==> config.mk <==
export PLATFORM = sky130hd
export DESIGN_NAME = call_stack_controller
export DESIGN_NICKNAME = d
export VERILOG_FILES = /design/src/rtl/call_stack_controller.sv
export SDC_FILE = /design/constraint.sdc
export NUM_CORES = 1
export LEC_CHECK = 0
export BUFFER_PORTS_ARGS = -buffer_cell sky130_fd_sc_hd__buf_2
export CAP_MARGIN = 20
export CORE_ASPECT_RATIO = 0.9
export CORE_MARGIN = 1.5
export CORE_UTILIZATION = 42
export CTS_BUF_LIST = sky130_fd_sc_hd__clkbuf_4 sky130_fd_sc_hd__clkbuf_8
export CTS_CLUSTER_SIZE = 24
export DETAILED_ROUTE_END_ITERATION = 12
export GPL_ROUTABILITY_DRIVEN = 0
export PLACE_DENSITY = 0.69
export SLEW_MARGIN = 20
export SYNTH_ARGS = -nofsm -noshare
export SYNTH_HDL_FRONTEND = slang
export SYNTH_SLANG_ARGS = --single-unit
==> constraint.sdc <==
create_clock -name clk -period 6.8 [get_ports clk]
set_input_delay 0.68 -clock clk [delete_from_list [all_inputs] [get_ports clk]]
set_output_delay 0.68 -clock clk [all_outputs]
set_load 0.05 [all_outputs]
==> src/rtl/call_stack_controller.sv <==
// Hardware return stack for call/ret: pushes {PC, flags}, and restores a ret as flags then PC.
// Optional CALL_STACK_WRAP_EN: a call while full overwrites the oldest entry (circular stack).
module call_stack_controller #(
  parameter int unsigned PC_WIDTH   = 16,
  parameter int unsigned FLAG_WIDTH = 4,
  parameter int unsigned DEPTH      = 5
) (
  input  logic                          clk,
  input  logic                          rst_n,
  input  logic                          in_call,
  input  logic                          in_ret,
  input  logic [PC_WIDTH-1:0]           in_pc,
  input  logic [FLAG_WIDTH-1:0]         in_flags,
  output logic [FLAG_WIDTH-1:0]         out_flags,
  output logic                          out_flags_load,
  output logic [PC_WIDTH-1:0]           out_pc,
  output logic                          out_pc_load,
  output logic                          out_busy,
  output logic                          out_done,
  output logic [$clog2(DEPTH+1)-1:0]    out_depth,
  output logic                          out_overflow,
  output logic                          out_underflow
);

  localparam int unsigned DepW  = $clog2(DEPTH + 1);
  localparam int unsigned AddrW = $clog2(DEPTH);
  localparam logic [DepW-1:0] Full   = DepW'(DEPTH);
  localparam logic [DepW-1:0] LastSp = DepW'(DEPTH - 1);
  localparam logic [DepW-1:0] One    = DepW'(1);

  typedef enum logic [2:0] {
    StIdle,
    StCallAck,
    StRetFlags,
    StRetPc,
    StFaultAck
  } state_e;

  state_e                r_state, w_state_next;
  logic [DepW-1:0]       r_sp, w_sp_next;
  logic [DepW-1:0]       r_depth, w_depth_next;
  logic                  r_ovf, w_ovf_next;
  logic                  r_unf, w_unf_next;
  logic                  w_push;
  logic                  w_full;
  logic [DepW-1:0]       w_sp_inc, w_sp_dec;
  logic [AddrW-1:0]      w_idx;

  logic [PC_WIDTH-1:0]   r_pc_mem [DEPTH];
  logic [FLAG_WIDTH-1:0] r_fl_mem [DEPTH];

  assign w_full = (r_depth == Full);
  assign w_idx  = r_sp[AddrW-1:0];

`ifdef CALL_STACK_WRAP_EN
  // sp is the physical slot of the next push and wraps modulo DEPTH.
  assign w_sp_inc = (r_sp == LastSp) ? '0 : r_sp + One;
  assign w_sp_dec = (r_sp == '0) ? LastSp : r_sp - One;
`else
  assign w_sp_inc = r_sp + One;
  assign w_sp_dec = r_sp - One;
`endif

  always_ff @(posedge clk or negedge rst_n) begin
    if (!rst_n) begin
      r_state <= StIdle;
      r_sp    <= '0;
      r_depth <= '0;
      r_ovf   <= 1'b0;
      r_unf   <= 1'b0;
    end else begin
      r_state <= w_state_next;
      r_sp    <= w_sp_next;
      r_depth <= w_depth_next;
      r_ovf   <= w_ovf_next;
      r_unf   <= w_unf_next;
    end
  end

  // Stack storage is intentionally not reset.
  always_ff @(posedge clk) begin
    if (w_push) begin
      r_pc_mem[w_idx] <= in_pc;
      r_fl_mem[w_idx] <= in_flags;
    end
  end

  always_comb begin
    w_state_next = r_state;
    w_sp_next    = r_sp;
    w_depth_next = r_depth;
    w_ovf_next   = r_ovf;
    w_unf_next   = r_unf;
    w_push       = 1'b0;
    unique case (r_state)
      StIdle: begin
        if (in_call) begin
          w_state_next = StCallAck;
          if (!w_full) begin
            w_push       = 1'b1;
            w_sp_next    = w_sp_inc;
            w_depth_next = r_depth + One;
          end else begin
            w_ovf_next = 1'b1;
`ifdef CALL_STACK_WRAP_EN
            w_push    = 1'b1;
            w_sp_next = w_sp_inc;
`endif
          end
        end else if (in_ret) begin
          if (r_depth != '0) begin
            w_sp_next    = w_sp_dec;
            w_depth_next = r_depth - One;
            w_state_next = StRetFlags;
          end else begin
            w_unf_next   = 1'b1;
            w_state_next = StFaultAck;
          end
        end
      end
      StCallAck:  w_state_next = StIdle;
      StRetFlags: w_state_next = StRetPc;
      StRetPc:    w_state_next = StIdle;
      StFaultAck: w_state_next = StIdle;
      default:    w_state_next = StIdle;
    endcase
  end

  // sp already points at the popped entry during both restore states.
  assign out_flags_load = (r_state == StRetFlags);
  assign out_pc_load    = (r_state == StRetPc);
  assign out_flags      = out_flags_load ? r_fl_mem[w_idx] : '0;
  assign out_pc         = out_pc_load ? r_pc_mem[w_idx] : '0;
  assign out_busy       = (r_state != StIdle);
  assign out_done       = (r_state == StCallAck) || (r_state == StRetPc) ||
                          (r_state == StFaultAck);
  assign out_depth      = r_depth;
  assign out_overflow   = r_ovf;
  assign out_underflow  = r_unf;

endmodule

==> results.yml, run 1 <==
setup_path:
  start_kind: "flip-flop"
  path_max_fanout: 47
  path_cells: "nor3b_4 -> nand2_1 -> a21oi_1 -> buf_2"
  reg2reg_depth: 3
  worst-path-buf-inv: 1
  startpoint: "r_sp[1]$_DFFE_PN0P_"
  slowest_stage: "nor3b_4"
  required_ns: 6.12
  setup.worst_path.class: "reg2out"
  r2r_start: "r_sp[1]$_DFFE_PN0P_"
  r2r_end: "r_pc_mem[1][1]$_DFFE_PP_"
  cp_top_family: "simple AND/OR/NAND/NOR gates"
  critPathMaxStageDelay_ns: 0.82
  arrival_ns: 2.57
  cp-end-kind: "output port"
  r2r_slack_ns: 4.12
logic_synthesis:
  synthesis.area_mm2: 0.00456
  yosysMostFrequentCell: "edfxtp_1"
  ys_async_sr_fraction_pct: 9.91
  netlist.area_leader.share_pct: 65.8
  syn_area_per_cell_um2: 15.1
  synth-edff-count: 100
  synth_common_cells: "100 x edfxtp_1, 42 x mux2i_1, 26 x nand2_1"
  synth_area_leaders: "edfxtp_1 66%, mux2i_1 9.2%, dfrtp_1 6.0%"
  synth_seq_cells: 111
  yosysSeqAreaShare_pct: 71.9
  ys_types: 40
  yosysWarnings: 0
  synth_top_area_cell: "edfxtp_1"
  netlist_instances: 302
  synth_fp_nets: 328
  ys.flop_type: "edfxtp_1"
pwr:
  switching_power_uw: 824
  p_leak_nw: 1.93
  sequentialPowerShare_pct: 44.0
  p_sw_share_pct: 38.8
  ir_worst_vdd_mv: 0.168
  powerDensity_mw_per_mm2: 408
  p_int_mw: 1.30
  pwr-share-comb_pct: 35.5
  pwr-share-clk_pct: 20.5
die:
  start_util_pct: 43.8
  pin_count: 53
  placementRows: 35
  dieHeight_um: 102
  die_area_mm2: 0.0115
  die_width_um: 113
  coreArea_mm2: 0.0104
cts:
  clk-insertion-delay-late_ns: 0.36
  cts.htree.levels: 3
  postCtsSetupBuffers: 0
  numCtsBuffers: 9
  clockBufferDepth: 2
  clock_sinks: 111
  cts_tree: "built"
  cts_hold_buf: 0
  path_clk_slew_ns: 0.10
  root_buffer: "clkbuf_8"
  cts-resized-gates: 0
detailed_routing:
  dr.first_iter.drc_count: 109
  ant_nets: 0
  vias_per_cell: 5.20
  drc: 0
  vias: 2550
  dr.pass1.iters: 4
  drt-wirelength-per-cell_um: 17.4
  drt-total-wl_um: 8540
run:
  maxCapViolCount: 0
final_layout:
  insertedDiodeCount: 0
  post-route-util_pct: 49.9
  design_area_mm2: 0.00520
  nets: 382
  drive_gt1_share_pct: 25.2
  area_delta_synth_final_pct: 14.0
sta:
  finClkSkew_ns: 0.00918
  worstMarginPinSlew_ns: 0.977
  setup_viol: 0
  rsz0062_at_grt: "false"
  maxSlewViolCount: 0
  hold_violations: 0
  period_minus_slack_ns: 3.25
  max_freq_mhz: 307
  period_share_pct: 47.9
  slew_headroom_pct: 34.7
  fin_setup_tns_ns: 0
global_routing:
  gr-total-overflow: 0
  grt_pass1_wl_um: 13300
  grt_antenna_before_repair: 0
  grt_max_degree: 48
  grt_pass1_vias: 2465
  grt_usage_pct: 15.5
placement:
  io_buffers: 52
  dp.final_hpwl_um: 5240
  place_area_mm2: 0.00496
run_status:
  status: "completed"
worst_hold_path:
  hold_path.class: "in2async"
-- metrics by stage --
| stage | hold WS (ns) | cells | setup WS, ns | total power [mW] |
|---|---|---|---|---|
| after floorplan | 0.384 | 302 | 3.03 | 1.53 |
| after global placement | 0.454 | 474 | 3.70 | 1.69 |
| after detailed placement | 0.453 | 474 | 3.61 | 1.71 |
| after CTS | 0.164 | 490 | 3.35 | 2.14 |
| after global routing | 0.159 | 490 | 3.32 | 2.24 |
| final | 0.172 | 490 | 3.55 | 2.12 |
-- power by group through the flow --
stage | clock (mW) | combinational [mW] | sequential (mW)
after floorplan | 0 | 0.600 | 0.929
after global placement | 0 | 0.747 | 0.941
after detailed placement | 0 | 0.759 | 0.947
after CTS | 0.445 | 0.763 | 0.931
after global routing | 0.474 | 0.820 | 0.946
final | 0.435 | 0.754 | 0.933
-- registers in the layout (all words and copies together) (netlist names) --
| name | flops |
|---|---|
| r_fl_mem | 20 |
| out_underflow | 1 |
| r_sp | 3 |
| r_pc_mem | 80 |
| out_depth | 3 |
| r_state | 3 |
| out_overflow | 1 |
-- cell usage in the layout, fill, tap and decap left out, types with 6 or more instances in the layout --
| cell type | instances |
|---|---|
| nor2_1 | 6 |
| nand3_1 | 20 |
| edfxtp_1 | 100 |
| buf_4 | 7 |
| nand2_1 | 26 |
| dfrtp_1 | 10 |
| clkbuf_8 | 9 |
| mux2i_1 | 42 |
| a21oi_1 | 21 |
| buf_2 | 52 |
| o21ai_0 | 19 |
| inv_1 | 7 |
-- area by class of cell --
cell class / count / area [µm²]
Tap cell: 129 / 161
Fill cell: 909 / 5220
Clock buffer: 9 / 124
Timing Repair Buffer: 59 / 313
Clock inverter: 7 / 105
Inverter: 7 / 26.3
Multi-Input combinational cell: 168 / 1190
Sequential cell: 111 / 3280
-- logic make-up (layout without fill, tap and decap cells) --
logic type               count (synthesis)  in the layout  share of synthesized area (%)
AO/OA/AOI/OAI                           47             47                           5.68
AND/OR/NAND/NOR                         72             72                           8.28
XOR/XNOR                                 3              3                          0.576
multiplexers                            44             44                           9.79
flip-flops                             111            111                           71.9
buffers and inverters                   23             82                           2.93
adder cells (fa/ha/maj)                  2              2                          0.878
-- routing by layer --
layer | track usage [%] | vias up | part of all wire (%)
li1 | - | 1237 | -
met1 | 20.9 | 1262 | 47
met2 | 25.5 | 47 | 49
met3 | 4.21 | 4 | 3.1
met4 | 3.46 | 0 | 0.48
met5 | 0 | - | 0
-- worst max-delay path by stage --
stage                               end  slack, ns  cells after the start
2_1_floorplan  r_fl_mem[4][0]$_DFFE_PP_       3.03                      3
3_3_place_gp   r_pc_mem[1][8]$_DFFE_PP_       3.70                      3
3_5_place_dp   r_pc_mem[1][6]$_DFFE_PP_       3.61                      3
4_1_cts                       out_pc[1]       3.35                      4
5_1_grt                    out_flags[2]       3.32                      4
6_report                      out_pc[1]       3.55                      4
Power figures use the tool's default switching activity.
==> run 2, diff against run 1 <==
clock period = 3.1 ns   (was 6.8 ns; I/O delays follow)
==> run 2 against run 1 <==
Effect of this change: via count increased by 1.5%; cell count up 1.6%; largest cell class unchanged; global-route usage up 0.24 points; wire length is 0.11% higher; setup slack worse by 3.1 ns; total power is 110% higher; register-to-register slack lost 3.3 ns; sequential power up 110%; count of clock-buffer cells in the layout unchanged.
==> results.yml, run 2 (same netlist as run 1, synthesis figures left out) <==
run_status:
  status: "completed"
sta:
  finClkSkew_ns: 0.00910
  setup_viol: 0
  fin_setup_tns_ns: 0
  slew_headroom_pct: 61.4
  worstMarginPinSlew_ns: 0.578
  period_share_pct: 85.0
  rsz0062_at_grt: "false"
  hold_violations: 0
  period_minus_slack_ns: 2.63
  maxSlewViolCount: 0
  max_freq_mhz: 380
final_layout:
  most-common-layout-cells: "100 x edfxtp_1, 52 x buf_2, 42 x mux2i_1, 26 x nand2_1, 21 x a21oi_1"
  drive_gt1_share_pct: 26.3
  insertedDiodeCount: 0
  largest_reg_flops: 80
  top_register: "r_pc_mem"
  area_delta_synth_final_pct: 15.0
  nets: 390
  final_common_cell: "edfxtp_1"
  design_area_mm2: 0.00525
  reg_top3: "r_pc_mem x80, r_fl_mem x20"
die:
  placementRows: 35
  pin_count: 53
  dieHeight_um: 102
  die_area_mm2: 0.0115
  start_util_pct: 43.8
  coreArea_mm2: 0.0104
  die_width_um: 113
setup_path:
  path_max_fanout: 20
  cp-end-kind: "output port"
  required_ns: 2.79
  setup.worst_path.class: "reg2out"
  arrival_ns: 2.32
  start_kind: "flip-flop"
  reg2reg_depth: 4
detailed_routing:
  drt-total-wl_um: 8550
  ant_nets: 0
  dr.first_iter.drc_count: 116
  dr.pass1.iters: 4
  vias: 2588
  vias_per_cell: 5.20
  drc: 0
  drt-wirelength-per-cell_um: 17.2
cts:
  cts-resized-gates: 0
  clk-insertion-delay-late_ns: 0.37
  numCtsBuffers: 9
  clock_sinks: 111
  postCtsSetupBuffers: 0
  cts.htree.levels: 3
  cts_tree: "built"
  path_clk_slew_ns: 0.11
  clockBufferDepth: 2
  root_buffer: "clkbuf_8"
global_routing:
  grt_antenna_before_repair: 0
  grt_usage_pct: 15.7
  grt_pass1_vias: 2548
  grt_max_degree: 45
  grt_pass1_wl_um: 13600
  gr-total-overflow: 0
placement:
  place_area_mm2: 0.00506
  dp.final_hpwl_um: 5480
  io_buffers: 52
pwr:
  ir_worst_vdd_mv: 0.336
  totalPowerFinal_mw: 4.56
  powerDensity_mw_per_mm2: 869
  p_leak_nw: 1.96
worst_hold_path:
  hold_depth: 1
  hold_path.class: "in2reg"
run:
  maxCapViolCount: 0
[run 2: stage by stage]
stage	utilization (%)	worst slack (ns)	hold WS, ns	instances
2_1_floorplan	-	0.215	0.0144	302
3_3_place_gp	48.5	0.866	0.187	481
3_5_place_dp	48.5	0.803	0.192	481
4_1_cts	50.3	0.424	0.153	498
5_1_grt	50.3	0.283	0.148	498
6_report	50.3	0.465	0.162	498
[run 2: per-layer routing]
metal	wire length, µm	vias up	track usage (%)
li1	-	1260	-
met1	4000	1257	21.5
met2	4080	64	25.7
met3	379	7	2.85
met4	93	0	5.77
met5	0	-	0
[run 2: what timing repair did]
| action | 4_1_cts | 5_1_grt |
|---|---|---|
| endpoints found under the setup margin | 0 | 0 |
| endpoints found under the hold margin | 11 | 0 |
| hold buffers | 1 | 0 |
[run 2: worst max-delay path, stage by stage (launching register included)]
cell     delay, ns
dfrtp_2       0.71
buf_4         0.35
mux2i_1       0.11
o21ai_0       0.18
mux2i_1       0.11
a21oi_1       0.20
buf_2         0.30
[run 2: path summary, 6_finish.rpt]
| check | startpoint | to | slack [ns] |
|---|---|---|---|
| worst min register to register | out_overflow$_DFFE_PN0P_ | out_overflow$_DFFE_PN0P_ | 0.47 |
| worst max register to register | r_state[2]$_DFFE_PN0P_ | r_pc_mem[4][14]$_DFFE_PP_ | 0.78 |
| min in group asynchronous | rst_n | out_depth[0]$_DFFE_PN0P_ | 0.34 |
| worst max-delay path | r_sp[1]$_DFFE_PN0P_ | out_flags[1] | 0.47 |
| worst min-delay path | in_pc[8] | r_pc_mem[1][8]$_DFFE_PP_ | 0.16 |
| max in group asynchronous | rst_n | r_sp[1]$_DFFE_PN0P_ | 2.53 |
[run 2: final cells by class]
class	count	area (µm²)
flip-flops and latches	111	3280
clock inverters	7	55.1
multi-input cells	168	1200
repair buffers	67	400
inverters	7	26.3
well taps	129	161
clock buffers	9	124
fillers	920	5180
[run 2: power by group]
part | total, mW | switching (mW) | internal (mW)
Combinational | 1.78 | 1.18 | 0.604
Clock | 0.801 | 0.499 | 0.302
Sequential | 1.98 | 0.155 | 1.82
Total | 4.56 | 1.83 | 2.73
